**src/rtl/fft_top_peaks.sv**
```systemverilog
// Streaming top-N peak finder: keeps a descending sorted list of the NPeaks largest in-range,
// above-threshold magnitudes per window, then drains it rank by rank over valid/ready.
module fft_top_peaks #(
    parameter int NSamples    = 1024,
    parameter int W           = 33,
    parameter int NPeaks      = 4,
    parameter int BitReversed = 1,
    parameter int NBits       = $clog2(NSamples),
    parameter int RBits       = ($clog2(NPeaks) > 0 ? $clog2(NPeaks) : 1)
) (
    input  logic             clk,
    input  logic             reset,
    input  logic [W-1:0]     mag,
    input  logic             mag_valid,
    output logic             mag_ready,
    input  logic [NBits-1:0] k_min,
    input  logic [NBits-1:0] k_max,
    input  logic [W-1:0]     threshold,
    output logic [W-1:0]     peak_out,
    output logic [NBits-1:0] peak_k_out,
    output logic [RBits-1:0] peak_rank,
    output logic             peak_out_valid,
    input  logic             peak_out_ready,
    output logic [RBits:0]   peak_count,
    output logic             window_done,
    output logic             overrun
);

    typedef enum logic {COLLECT, DRAIN} state_t;

    state_t           state, state_nx;
    logic [NBits-1:0] idx;
    logic [RBits:0]   r;
    logic [W-1:0]     lm [NPeaks];
    logic [NBits-1:0] lk [NPeaks];
    logic [NPeaks-1:0] lv;

    logic [W-1:0]     nm [NPeaks];
    logic [NBits-1:0] nk [NPeaks];
    logic [NPeaks-1:0] nv;
    logic [NPeaks-1:0] cond;
    logic [RBits:0]   nxt_cnt;
    logic [NBits-1:0] k;
    logic             accept, eligible, last;

    function automatic logic [NBits-1:0] bitrev(input logic [NBits-1:0] x);
        logic [NBits-1:0] y;
        for (int b = 0; b < NBits; b++) y[b] = x[NBits-1-b];
        return y;
    endfunction

    assign accept   = (state == COLLECT) && mag_valid;
    assign k        = (BitReversed != 0) ? bitrev(idx) : idx;
    assign eligible = (k >= k_min) && (k <= k_max) && (mag > threshold);
    assign last     = (idx == NBits'(NSamples - 1));

    // The list stays sorted with valid entries first, so cond is monotonic and the
    // insertion point is simply the first rank where it turns true.
    always_comb begin
        for (int j = 0; j < NPeaks; j++) begin
            cond[j] = !lv[j] || (lm[j] < mag);
            nm[j]   = lm[j];
            nk[j]   = lk[j];
            nv[j]   = lv[j];
        end
        if (accept && eligible) begin
            if (cond[0]) begin
                nm[0] = mag;
                nk[0] = k;
                nv[0] = 1'b1;
            end
            for (int j = 1; j < NPeaks; j++) begin
                if (cond[j]) begin
                    if (cond[j-1]) begin
                        nm[j] = lm[j-1];
                        nk[j] = lk[j-1];
                        nv[j] = lv[j-1];
                    end else begin
                        nm[j] = mag;
                        nk[j] = k;
                        nv[j] = 1'b1;
                    end
                end
            end
        end
        nxt_cnt = '0;
        for (int j = 0; j < NPeaks; j++) nxt_cnt = nxt_cnt + (RBits+1)'(nv[j]);
    end

    always_comb begin
        state_nx = state;
        case (state)
            COLLECT: if (accept && last) state_nx = DRAIN;
            DRAIN:   if (!peak_out_valid) state_nx = COLLECT;
            default: state_nx = COLLECT;
        endcase
    end

    always_ff @(posedge clk) begin
        if (reset) begin
            state      <= COLLECT;
            idx        <= '0;
            r          <= '0;
            peak_count <= '0;
            lv         <= '0;
            for (int j = 0; j < NPeaks; j++) begin
                lm[j] <= '0;
                lk[j] <= '0;
            end
        end else begin
            state <= state_nx;
            if (state == COLLECT) begin
                if (accept) begin
                    idx <= idx + 1'b1;
                    lv  <= nv;
                    for (int j = 0; j < NPeaks; j++) begin
                        lm[j] <= nm[j];
                        lk[j] <= nk[j];
                    end
                    if (last) begin
                        peak_count <= nxt_cnt;
                        r          <= '0;
                    end
                end
            end else if (peak_out_valid) begin
                if (peak_out_ready) r <= r + 1'b1;
            end else begin
                r          <= '0;
                peak_count <= '0;
                lv         <= '0;
                for (int j = 0; j < NPeaks; j++) begin
                    lm[j] <= '0;
                    lk[j] <= '0;
                end
            end
        end
    end

    assign mag_ready      = (state == COLLECT);
    assign peak_out_valid = (state == DRAIN) && (r < peak_count);
    assign window_done    = (state == DRAIN) && !(r < peak_count);
    assign overrun        = mag_valid && !mag_ready;

    always_comb begin
        peak_out   = '0;
        peak_k_out = '0;
        peak_rank  = '0;
        if (peak_out_valid) begin
            peak_rank = r[RBits-1:0];
            for (int j = 0; j < NPeaks; j++) begin
                if (r == (RBits+1)'(j)) begin
                    peak_out   = lm[j];
                    peak_k_out = lk[j];
                end
            end
        end
    end

endmodule

```
**config.mk**
```make
export PLATFORM = sky130hd
export DESIGN_NAME = fft_top_peaks
export DESIGN_NICKNAME = d
export VERILOG_FILES = /design/src/rtl/fft_top_peaks.sv
export SDC_FILE = /design/constraint.sdc
export NUM_CORES = 1
export LEC_CHECK = 0
export ABC_CLOCK_PERIOD_IN_PS = 7700
export BUFFER_PORTS_ARGS = -buffer_cell sky130_fd_sc_hd__buf_2
export CORE_UTILIZATION = 60
export DETAILED_ROUTE_END_ITERATION = 12
export PLACE_DENSITY = 0.81
export SYNTH_ARGS = -nofsm -noshare
export SYNTH_HDL_FRONTEND = slang
export SYNTH_SLANG_ARGS = --single-unit
```
**constraint.sdc**
```tcl
create_clock -name clk -period 7.7 [get_ports clk]
set_input_delay 1.54 -clock clk [delete_from_list [all_inputs] [get_ports clk]]
set_output_delay 1.54 -clock clk [all_outputs]
set_load 0.005 [all_outputs]
```
==> results.md <==
* CP Class: primary input to register
* Data arrival, critical path at 5.76 ns
* Post-synth top flop: dfxtp_1
* Drc violations at 0
* Area of the multi-input gates at 8640 um^2
* Synth-to-Final Area Change at 10.4%
* Period minus WS final at 5.45 ns
* Worst Max-Slew Pin Slew at 1.15 ns
* Clk buf depth at 2
* Final instance area at 15600 um^2
* Vias in the first global route at 12700
* Site Rows at 55
* Setup slack, reg-to-reg at 2.86 ns
* Netlist cell types at 64
* Worst setup EP type: register
* Via count at 13300
* First-pass GRT wire length at 67500 um
* Global route total overflow at 0
* Die height at 155 um
* Vias per cell at 6.48
* Startpoint Class: primary input
* Core area at 22800 um^2
* Slew Limit Fails at 0
* Cts repair resizes at 0
* Avg WL per Cell at 20.7 um
* Slowest stage cell, crit path: a2111oi_0
* Antenna-violating nets left at 0
* Unrepaired setup endpoints after global routing: false
* CTS tree: yes
* Layout cell share with drive strength beyond 1 at 0.123
* Layout Skew at 0.0108 ns
* Dpl cell area at 15000 um^2
* PortBufs at 141
* Rel. slew slack at 0.231
* Post-layout nets at 2005
* Max VDD drop at 0.000136 V
* Fmax at 184 MHz
* Final core utilization at 0.681
* Critical Path Fanout Max at 7
* Clk sink count at 193
* Required @ worst endpoint at 8.01 ns
* Class of the worst hold path: register to register
* Filler cells at 1891
* CTS H-Tree Depth at 4
* Gpl congestion at 0.919
* Synthesized area at 14100 um^2
* Final setup TNS at 0 ns
* Detailed Route WL at 42500 um
* Post-CTS Setup Bufs at 0
* Crit path max-delay family: compound AO/OA/AOI/OAI gates
* Worst-Skew Late Latency at 0.45 ns
* DR pass1 iterations at 6
* Max-Cap Viols at 0
* Worst-path clk slew at 0.08 ns
* # diodes at 0
* Post-DP HPWL at 28500 um
* 1st-iter DRT viols at 1514
* Crit path buf inv count at 2
* PD cells at 150 nW/um^2
* Setup Viol. Count Final at 0
* Mapped Avg Cell Area at 8.55 um^2
* Synth Register Bits at 193
* Top Ports at 142
* Net Count, Synth at 1931
* Pin count of the biggest net entering global routing at 93
* Crit-path max cell delay at 0.86 ns
* Cells along the critical path: buf_2 -> inv_1 -> ha_1 -> a21oi_1 -> o21ai_1 -> a2111oi_0 -> o21ai_1 -> nor2b_1 -> nand2_1 -> or3b_1 -> a22o_1 -> fa_1 -> ha_1 -> ha_1 -> a22oi_1 -> nor2_1
* Seq. cell area at 4720 um^2
* Outcome: finished clean
* Synthesis warning total at 0
* Antenna violations before repair at 0
* Clk root buf: clkbuf_16
* GRT Resource Usage Total at 0.358
* Post-synthesis instance total at 1649
* Final hold viol count at 0
* Sequential-to-total area share from yosys stat at 0.335
* Die area at 24100 um^2
* Fin crit share at 0.708
* LEAKAGE at 6.71 nW
* Hold_buf cts at 0
* Chip width at 155 um
* Initial Util at 0.617
* Async set-reset flop share out of synthesis at 0
* TritonCTS Buffers at 17
* EDFF count, synth at 86
* Cell mode on critical path: ha_1
## tightest hold or removal path, cell delays in order, from the launching register on
cell and delay, ns:
dfxtp_1 0.33, nand2_1 0.06, mux2i_1 0.06
## cell type report
type                            instances  share of cell area
Clock buffer                           17              0.0273
Timing Repair Buffer                  158              0.0535
Tap cell                              313              0.0252
Inverter                              102              0.0246
Sequential cell                       193               0.304
Multi-Input combinational cell       1251               0.555
Clock inverter                         15              0.0109
## metrics by stage
step	worst slack, ns	total power (W)	cells	hold WS (ns)
after floorplan	1.14	0.00132	1649	0.446
after global placement	1.98	0.00141	2017	0.462
after detailed placement	1.96	0.00142	2017	0.474
after CTS	2.35	0.00233	2049	0.484
after global routing	2.06	0.00240	2049	0.493
final	2.25	0.00234	2049	0.485
## layer usage
| metal | track usage | up-vias | routed length (um) | share of wire |
|---|---|---|---|---|
| met1 | 0.461 | 6269 | 17300 | 0.41 |
| met5 | 0 | - | 0 | 0 |
| met3 | 0.0460 | 139 | 3720 | 0.087 |
| met2 | 0.590 | 729 | 19500 | 0.46 |
| li1 | - | 6148 | - | - |
| met4 | 0.183 | 0 | 2010 | 0.047 |
## registers in the layout, summed over array words and instances, names as in the netlist
register	flops
r	3
state	1
lv	4
peak_count	3
lk	40
lm	132
idx	10
## Yosys cell counts (48+ instances only)
library cell / count / area share
ha_1: 191 / 0.17
inv_1: 101 / 0.027
edfxtp_1: 86 / 0.18
clkbuf_1: 76 / 0.020
dfxtp_1: 107 / 0.15
a211oi_1: 48 / 0.026
mux2i_1: 82 / 0.058
a22oi_1: 48 / 0.026
a21oi_1: 153 / 0.054
nand2_1: 220 / 0.059
nor2_1: 156 / 0.042
nand3_1: 56 / 0.020
## placed cells by master, fill, tap and decap left out, types with 3 or more instances in the layout
cell,instances
a211o_1,4
a211oi_1,48
a21boi_0,4
a21o_1,31
a21oi_1,153
a221o_1,3
a22oi_1,48
a2bb2oi_1,42
a31oi_1,4
and2_1,3
and3_1,5
and4_1,7
buf_2,141
buf_4,17
clkbuf_16,17
clkinv_4,3
dfxtp_1,107
edfxtp_1,86
ha_1,190
inv_1,101
inv_6,5
inv_8,4
mux2i_1,82
nand2_1,218
nand2b_1,4
nand3_1,55
nand4_1,33
nor2_1,155
nor2b_1,6
nor3_1,8
o211ai_1,3
o21a_1,9
o21ai_0,44
o21ai_1,3
o31ai_1,37
or3_1,6
xor2_1,5
## cell families after synthesis
kind of cell / Yosys count / synth area share
buffers and inverters: 205 / 0.0591
muxes: 82 / 0.0582
adders and majority gates: 192 / 0.171
and+or+nand+nor: 518 / 0.160
xor gates and xnor gates: 6 / 0.00373
DFF: 193 / 0.335
AOI/OAI and AO/OA: 453 / 0.213
## final timing paths
check | end | from | cells after the start
setup / recovery | peak_count[1] | k_max[5] | 16
hold / removal | lk[0][6] | lk[0][6] | 2
setup reg to reg | peak_count[1] | idx[0] | 14
hold reg to reg | lk[0][6] | lk[0][6] | 2
## power breakdown
part	switching, W	internal [W]	total, W
registers	0.0000278	0.00110	0.00112
logic	0.000179	0.000108	0.000288
clock network	0.000458	0.000465	0.000923
Note: power is estimated with default switching activity, not from simulation.
